[config.mk]
export PLATFORM = sky130hd
export DESIGN_NAME = sm_result_fifo
export DESIGN_NICKNAME = d
export VERILOG_FILES = /design/src/rtl/sm_result_fifo_pkg.sv /design/src/rtl/sm_result_fifo_core.sv /design/src/rtl/sm_result_fifo.sv
export SDC_FILE = /design/constraint.sdc
export NUM_CORES = 1
export LEC_CHECK = 0
export BUFFER_PORTS_ARGS = -buffer_cell sky130_fd_sc_hd__buf_2
export CAP_MARGIN = 30
export CORE_MARGIN = 10
export CORE_UTILIZATION = 60
export CTS_CLUSTER_SIZE = 20
export DETAILED_ROUTE_END_ITERATION = 16
export GPL_TIMING_DRIVEN = 0
export PLACE_DENSITY_LB_ADDON = 0.1
export SETUP_SLACK_MARGIN = 0.4
export SLEW_MARGIN = 5
export SYNTH_ARGS = -nofsm -noshare
export SYNTH_HDL_FRONTEND = slang
export SYNTH_SLANG_ARGS = --single-unit
[constraint.sdc]
create_clock -name clk -period 11.14 [get_ports clk]
set_input_delay 1.114 -clock clk [delete_from_list [all_inputs] [get_ports clk]]
set_output_delay 1.114 -clock clk [all_outputs]
set_load 0.01 [all_outputs]
[src/rtl/sm_result_fifo_pkg.sv]
// Shared definitions for the stack-machine result FIFO: FSM encodings,
// err_code values, default sizing and a saturating counter helper.
package sm_result_fifo_pkg;

  localparam int DW_DEF    = 20;
  localparam int DEPTH_DEF = 8;

  // Control FSM states, also visible on the debug state output.
  typedef enum logic [1:0] {
    ST_RUN   = 2'd0,
    ST_DRAIN = 2'd1,
    ST_DONE  = 2'd2
  } state_e;

  // Stack-machine status codes carried alongside each result word.
  localparam logic [2:0] ERR_OK      = 3'd0;
  localparam logic [2:0] ERR_ERR     = 3'd1;
  localparam logic [2:0] ERR_UND     = 3'd2;
  localparam logic [2:0] ERR_RESTORE = 3'd4;

  // Increment an 8-bit count, holding at 255.
  function automatic logic [7:0] sat_inc(input logic [7:0] v);
    return (v == 8'hFF) ? v : v + 8'd1;
  endfunction

endpackage

[src/rtl/sm_result_fifo_core.sv]
// Synchronous FIFO storage: power-of-two depth, wrapping pointers, occupancy
// level, full/empty flags. The read port is masked to zero while empty.
module sm_fifo_core #(
  parameter int W     = 23,
  parameter int DEPTH = 8,
  parameter int AW    = $clog2(DEPTH),
  parameter int LW    = $clog2(DEPTH) + 1
) (
  input  logic          clk,
  input  logic          rst_n,
  input  logic          push,
  input  logic [W-1:0]  wdata,
  input  logic          pop,
  output logic [W-1:0]  rdata,
  output logic [LW-1:0] level,
  output logic          full,
  output logic          empty
);

  localparam logic [AW-1:0] PTR_ONE = 1;
  localparam logic [LW-1:0] LVL_ONE = 1;
  localparam logic [LW-1:0] LVL_MAX = LW'(DEPTH);

  logic [W-1:0]  mem [DEPTH];
  logic [AW-1:0] wr_ptr;
  logic [AW-1:0] rd_ptr;
  logic          do_push;
  logic          do_pop;

  assign empty   = (level == '0);
  assign full    = (level == LVL_MAX);
  // A push into a full FIFO is legal only when the head leaves the same cycle.
  assign do_pop  = pop && !empty;
  assign do_push = push && (!full || do_pop);
  // No bypass: the head comes from storage only, and reads as zero when empty.
  assign rdata   = empty ? '0 : mem[rd_ptr];

  // Storage array; contents deliberately not reset.
  always_ff @(posedge clk) begin
    if (do_push) mem[wr_ptr] <= wdata;
  end

  // Pointers and occupancy; reset discards contents immediately.
  always_ff @(posedge clk or negedge rst_n) begin
    if (!rst_n) begin
      wr_ptr <= '0;
      rd_ptr <= '0;
      level  <= '0;
    end else begin
      if (do_push) wr_ptr <= wr_ptr + PTR_ONE;
      if (do_pop)  rd_ptr <= rd_ptr + PTR_ONE;
      case ({do_push, do_pop})
        2'b10:   level <= level + LVL_ONE;
        2'b01:   level <= level - LVL_ONE;
        default: level <= level;
      endcase
    end
  end

endmodule

[src/rtl/sm_result_fifo.sv]
// Result collector for the stack machine: buffers {err_code, out_data} words,
// counts ok/error results, flags drops, and reports done once the program has
// finished and every buffered result has been consumed.
//
// Handshake: the head entry transfers on any cycle where o_valid && o_ready
// are both high at posedge clk; o_valid never depends on o_ready, and o_word
// holds steady while o_valid && !o_ready.
module sm_result_fifo
  import sm_result_fifo_pkg::*;
#(
  parameter int DW    = DW_DEF,
  parameter int DEPTH = DEPTH_DEF
) (
  input  logic                    clk,
  input  logic                    rst_n,
  input  logic                    d_valid,
  input  logic [DW-1:0]           out_data,
  input  logic [2:0]              err_code,
  input  logic                    fin,
  output logic                    o_valid,
  input  logic                    o_ready,
  output logic [DW+2:0]           o_word,
  output logic [$clog2(DEPTH):0]  level,
  output logic [7:0]              ok_cnt,
  output logic [7:0]              err_cnt,
  output logic                    overflow,
  output logic                    done,
  output state_e                  dbg_state
);

  state_e state;
  logic   arm;
  logic   full;
  logic   empty;
  logic   pop;
  logic   in_run;
  logic   push_ok;
  logic   drop;

  assign o_valid   = !empty;
  assign pop       = o_valid && o_ready;
  assign in_run    = (state == ST_RUN);
  // Results are only taken while running; a full FIFO accepts if the head leaves.
  assign push_ok   = in_run && d_valid && (!full || pop);
  assign drop      = in_run && d_valid && full && !pop;
  assign dbg_state = state;

  sm_fifo_core #(
    .W     (DW + 3),
    .DEPTH (DEPTH)
  ) u_core (
    .clk   (clk),
    .rst_n (rst_n),
    .push  (push_ok),
    .wdata ({err_code, out_data}),
    .pop   (pop),
    .rdata (o_word),
    .level (level),
    .full  (full),
    .empty (empty)
  );

  // Control FSM with arm flag, result counters, sticky overflow and done.
  always_ff @(posedge clk or negedge rst_n) begin
    if (!rst_n) begin
      state    <= ST_RUN;
      arm      <= 1'b0;
      ok_cnt   <= 8'd0;
      err_cnt  <= 8'd0;
      overflow <= 1'b0;
      done     <= 1'b0;
    end else begin
      case (state)
        ST_RUN: begin
          if (push_ok) begin
            arm <= 1'b1;
            if (err_code == ERR_OK) ok_cnt  <= sat_inc(ok_cnt);
            else                    err_cnt <= sat_inc(err_cnt);
          end
          if (drop) overflow <= 1'b1;
          // fin before the first accepted result is the machine's idle artefact.
          if (fin && arm) state <= ST_DRAIN;
        end
        ST_DRAIN: begin
          if (level == '0) begin
            state <= ST_DONE;
            done  <= 1'b1;
          end
        end
        default: begin
          state <= ST_DONE;
          done  <= 1'b1;
        end
      endcase
    end
  end

endmodule

==> reports/results.txt, run 1 <==
The die is 139.5 um tall. Startpoint type of the worst setup path: a register. The initial antenna violation count came out at 1. The root buffer cell is clkbuf_16. The flow ran to the end, and the final reports show no timing, DRC or antenna violations. The async set-or-reset flop fraction in the synthesized netlist was 14.42%.

The wire length of the first global-routing pass is 26610 um, and the clock slew at the register clock pins of the worst setup and hold paths is 60 ps. The detail route stage leaves a number of antenna-violating nets equal to 0. For the number of nets produced by synthesis, the log shows 470. IR analysis of the VDD net gives a maximum drop of 0.0001632 V. For this run, the post-layout net count is 586. The cell count after synthesis came out at 435.

The number of buffers created by CTS is 21, and the average wire per standard cell is 22.45 um. Counting every sink on the clock net gives 215. The post-CTS setup repair buffer count came out at 0. Of the post-synthesis cell area, the part taken by muxes is 15.69%. For the final-report setup violation count, the log shows 0. By area, the combinational part of the netlist is dominated by multiplexers. Fraction of the mapped netlist area in compound gates: 1.388%. Entering global routing, the biggest net connects 32 pins. The tools report the core area as 13930 um^2. From left edge to right edge, the die measures 139.5 um. At the later pin of the worst-skew pair, clock insertion delay measures 490 ps. The overall via count from detail_route was 4359. The count of synthesis-stage warnings from yosys was 0; the overall fraction of global-route tracks in use was 17.31%.

Measured against its own limit, the worst slew margin works out to 39.19%. Buffers placed on the I/O ports in this run total 75. The count of maximum capacitance violations came out at 0. On the final layout, the worst clock skew is 10.43 ps.

The sum of overflow across all layers after global routing is 0. STA puts the critical path data required time at 10030 ps. The run gives 11470 um as the final HPWL from detailed placement. Final-report max-slew violation count: 0. The min-delay analysis places its worst path in the category register to register. The logs give 0.2652 GHz for the achievable frequency and 3.667 nW for the static leakage. The total of hold buffers inserted after clock tree synthesis was 0. Summing the areas of all and, or, nand and nor instances in the mapped netlist gives 5.420% of the synthesized area. The worst setup path is captured at a primary output. The number of global-route vias before repair was 4690; the ratio of routed vias to standard cells was 5.843. In the final timing run, aggregate negative setup slack is 0 ps. Data arrives at the worst endpoint at 2660 ps. The count of filler cells inserted in the layout is 890. The logs give 0 for the final hold violation count and 61.46% for the starting density of the core. For this run, design rule violations remaining after detail routing come to 0. Sequential elements use 73.57% of the synthesized area. The tools report the post-route total power as 2.545 mW. The clock passes through at most 3 buffers.

The run gives 16750 um as the total wire length. The worst path needs 3771 ps of the cycle, external delays included. Setup repair after global routing left no endpoint under its margin. The netlist uses 42 different library cells. The maximum level of the CTS H-tree was 1; the transition at the pin with the smallest max-transition slack was 909.8 ps. The congestion estimate from routability-driven global placement came to 0.7704. The floorplan has 43 rows. The layout overhead on the synthesized area works out to 17.59%.

After synthesis the cells add up to 8564 um^2. The detailed router finished its first iteration with 313 violations. The start-to-end type of the worst setup path was register to primary output. Fraction of layout instances using a drive strength above 1: 35.22%. The pre-antenna-repair detailed-routing pass consisted of 4 iterations. Of all nets on the critical path, the largest fanout is 10. The number of enable flip-flop cells after synthesis was 184. After Yosys synthesis, XOR and XNOR cells account for 1.943% of the synthesized area.

The final critical path takes up 33.85% of the cycle. The post-synthesis share of cell area spent on full adders, half adders and majority gates was 1.023%. The number of gates resized after CTS was 0. Most instantiated flip-flop cell in the synthesis netlist: edfxtp_1. For the area enclosed by the die boundary, the log shows 19450 um^2. The worst hold slack after final layout was 455.9 ps; the average cell area after synthesis was 19.69 um^2. For this design the top-level I/O count stands at 76. After synthesis the netlist holds a flip-flop and latch count of 215. TritonCTS built the clock tree. The areal power density over the cells works out to 252.7 nW/um^2.
-- through the flow --
step                util (%)  cell area, um^2  instances  worst slack [ps]
floorplan                  -             8564        435              6389
global placement       65.77             9165        690              4003
detailed placement     67.39             9390        708              7390
CTS                    72.25            10070        745              7329
global route           72.27            10070        746              7283
finish                 72.27            10070        746              7369
-- logic make-up after synthesis --
| group | after synthesis |
|---|---|
| compound gates | 14 |
| xor+xnor | 19 |
| fa+ha+maj | 7 |
| buf+inv | 19 |
| flops | 215 |
| mux | 75 |
| simple gates | 86 |
-- critical path: stages (launching register included) --
cell and delay, ps:
dfrtp_1 380, buf_2 300, buf_1 630, mux4_2 430, mux2i_1 160, nor2_1 80
buf_2 180
-- layer usage --
metal	vias to the layer above	routed length, um	GRT usage [%]
met1	2229	6610	21.67
li1	1971	-	-
met2	128	8713	29.74
met5	-	0	0
met3	31	1001	3.675
met4	0	420	4.887
-- report_power, final --
group	switching (mW)	internal [mW]	total, mW
Combinational	0.436	0.380	0.816
Sequential	0.0656	0.969	1.03
Clock	0.279	0.415	0.694
Total	0.781	1.76	2.54
-- cell usage after synthesis, types with 4 or more instances --
master / number / area (um^2)
a31oi_1: 4 / 25.02
mux2i_1: 24 / 240.2
buf_2: 6 / 30.03
xnor2_1: 4 / 35.03
ha_1: 7 / 87.58
nand3_1: 6 / 30.03
nor4_1: 5 / 31.28
edfxtp_1: 184 / 5525
xor2_1: 15 / 131.4
nor2_1: 29 / 108.9
nor3_1: 10 / 50.05
nand2_1: 14 / 52.55
a21oi_1: 4 / 20.02
mux4_2: 46 / 1036
dfrtp_1: 31 / 775.7
buf_1: 6 / 22.52
-- flip-flops by register name (all words and copies together), names as in the netlist --
signal and flops:
u_core.mem 184, u_core.level 4, u_core.wr_ptr 3, done 1, overflow 1, err_cnt 8
dbg_state 2, arm 1, ok_cnt 8, u_core.rd_ptr 3
-- area by class of cell --
class	instances	area [um^2]	share of cell area, %
timing repair buffer	93	551.8	5.479
sequential	215	6301	62.57
tap	180	225.2	2.236
clock buffer	24	536.8	5.330
antenna	1	2.502	0.02485
inverter	3	11.26	0.1118
buffer	16	71.32	0.7082
clock inverter	13	141.4	1.404
multi-input combinational	201	2230	22.14
-- layout by cell type (no fill, tap or decap), drive strengths merged, types with 5 or more instances in the layout --
cell      n
nor4      5
mux2i    24
dfrtp    31
mux2      5
nand3     6
edfxtp  184
nand2    14
clkbuf   27
nor3     10
ha        7
mux4     46
xor2     15
nor2     32
buf     106
clkinv    9
-- path summary, 6_finish.rpt --
path / from / to / slack (ps) / cells after the start
hold reg to reg: overflow / overflow / 460 / 1
hold / removal: overflow / overflow / 460 / 1
setup reg to reg: dbg_state[1] / u_core.mem[4][7] / 8160 / 7
setup / recovery: u_core.rd_ptr[1] / o_word[13] / 7370 / 6
max in group asynchronous: rst_n / u_core.wr_ptr[1] / 10010 / 1
min in group asynchronous: rst_n / err_cnt[4] / 670 / 1
No activity file was read; power rests on OpenSTA's default activity.
==> run 2, diff against run 1 <==
Settings changed: CORE_UTILIZATION 60 to 53.
Clock period 11.14 ns to 3.4 ns, I/O delays scaled along.
==> reports/results.txt, run 2 (same netlist as run 1, synthesis figures left out) <==
Pin placement for this block handled 76 I/O pins. Minimum clock period after layout: 2860 ps. The tools report the root buffer cell as clkbuf_16.

For the maximum number of buffers from clock root to sink, the log shows 3. For this run, the detailed router's first-pass iteration total came to 4. The routed design has 17120 um of wire. The worst path uses 84.12% of the clock period.

Timing would allow up to 0.3496 GHz. The areal power density over the cells came out at 825.2 nW/um^2. The average wire per standard cell came out at 21.84 um. The number of port buffers is 75. Across all layers, the routed design uses 4362 vias. In the final layout, the registers with the most flip-flops are u_core.mem x184, err_cnt x8, ok_cnt x8. Once the floorplan was initialized, standard cells occupied 53.91% of the core.

The path class of the tightest hold or removal check is input port to register. STA classifies the critical path endpoint as a primary output. The number of buffers created by CTS is 22, and the final cell count without fillers is 784.

TritonCTS built the clock tree. Leaving out fill and tap cells, the most frequent cells in the layout are 184 x edfxtp_1, 81 x buf_2, 46 x mux4_2. The flow ran to the end, and the final reports show no timing, DRC or antenna violations. The number of cells on the worst hold path works out to 1.

From synthesis to final layout, the design area changed by 19.58%. Setup repair after global routing could not meet its margin everywhere. The height of the die is 147.1 um, and the final estimated routing congestion in global placement is 0.7510. The tools report the overall fraction of global-route tracks in use as 16.16%.

The number of global-route vias before repair came out at 4738. The register ranked first by flip-flop count is u_core.mem. The run gives 0.0004774 V as the worst voltage drop across the vdd grid. At the pin with the least slew margin, the transition time is 898.4 ps. Summed over all cells, the static leakage comes to 3.723 nW.

The worst pin sits at a relative slew slack of 39.91%. The die covers 21640 um^2. The later-pin clock latency in the skew report is 490 ps, and the count of clock tree sinks is 215. For the final database, setup skew stands at 8.321 ps. The cell with the biggest individual delay on the critical path is mux4_2. In the final design database the tool counted 586 nets.

In the routed design, unresolved DRC markers number 0. For this run, the slowest stage of the critical path takes 560 ps. The post-route total power came out at 8.451 mW.

The run gives 0 as the final-report max-slew violation count. By instance count, the cell type seen most on the critical path is buf_2. The final hold violation count was 0. The critical path is of the register to primary output type. The tools report the startpoint type of the worst setup path as a register. For the number of instances in the placed design, the log shows 739.

The floorplan step defined a core boundary enclosing 15890 um^2. The pin count of the biggest net entering global routing is 32. For the initial antenna violation count, the log shows 1. The library cell used most frequently in the layout, excluding fill and tap cells, is edfxtp_1.

After global routing the overflow that remains totals 0. The number of flip-flops in the largest register is 184. After clock tree synthesis, the clock-pin slew on the worst setup and hold paths is 60 ps. Of all nets on the critical path, the largest fanout is 10. The required time at the worst-slack endpoint is 3060 ps, and the depth of the worst register-to-register path is 5.

Setup violations remaining at the end of the flow were counted as 0. Once detailed placement completed, the half-perimeter wirelength came to 11440 um. Maximum level of the CTS H-tree: 1. Walking the worst path, the cells encountered are buf_4, buf_2, mux4_2, mux2i_1, nor2_1, buf_2.

The data arrival time of the critical path was 2520 ps; the count of maximum capacitance violations was 0. The post-route antenna net violation count is 0, and the width of the die is 147.1 um. The run gives 201 as the number of design-rule violations left by the first detailed-router iteration. The first global-routing pass estimated 27330 um of wire. The number of placement rows was 46. After detailed routing, the number of vias per cell comes to 5.564.

In the final layout, the share of cells above drive strength 1 is 35.45%.
[run 2: changes by cell type in the layout (fill, tap and decap cells not counted), sizes merged]
cell	delta
clkbuf	+11
clkinv	-2
dlygate4sd3	+1
buf	-5
bufinv	-2
clkinvlp	-1
[run 2: critical path: cells and delay by family, from the launching register on]
family	cells	cell delay [ps]
buffers and inverters	3	810
DFF	1	380
muxes	2	740
and+or+nand+nor	1	90
[run 2: worst paths after layout]
| path | from | slack [ps] | end |
|---|---|---|---|
| min in group asynchronous | rst_n | 450 | ok_cnt[4] |
| worst min-delay path | out_data[17] | 110 | u_core.mem[1][17] |
| worst max register to register | dbg_state[0] | 660 | u_core.mem[1][5] |
| worst max-delay path | u_core.rd_ptr[0] | 540 | o_word[19] |
| worst min register to register | overflow | 450 | overflow |
| max in group asynchronous | rst_n | 2490 | err_cnt[4] |
[run 2: power by group]
group	internal (mW)	switching, mW
combinational	1.28	1.45
clock	1.38	0.948
sequential	3.17	0.223
[run 2: layer usage]
layer | GRT usage (%) | wire length (um)
met1 | 20.11 | 7048
met2 | 28.38 | 8962
met3 | 3.378 | 807
met4 | 3.717 | 300
met5 | 0 | 0
[run 2: layout make-up]
cell class	count	area [um^2]
flip-flops and latches	215	6301
fillers	1151	5644
multi-input cells	201	2272
clock buffers	32	639.4
repair buffers	92	605.6
well taps	216	270.3
plain buffers	16	77.57
clock inverters	8	61.31
inverters	3	11.26
diodes	1	2.502
[run 2: what timing repair did]
| action | in CTS | in global routing |
|---|---|---|
| resized for setup | 1 | 3 |
| endpoints found under the setup margin | 2 | 21 |
| setup buffers | 0 | 3 |
| pin swaps | 0 | 1 |
| hold buffers | 1 | 0 |
| hold endpoints to repair | 31 | 0 |
[run 2: stage by stage]
stage	setup TNS [ps]	hold slack (ps)	util [%]	setup slack, ps	instance area (um^2)
3_3_place_gp	-67020	415.6	58.24	-942.9	9251
6_report	0	110.8	64.47	539.9	10240
2_1_floorplan	0	44.41	-	407.7	8606
5_1_grt	0	107.6	64.45	389.7	10240
4_1_cts	0	94.06	64.28	409.9	10210
3_5_place_dp	0	432.0	59.80	484.9	9499
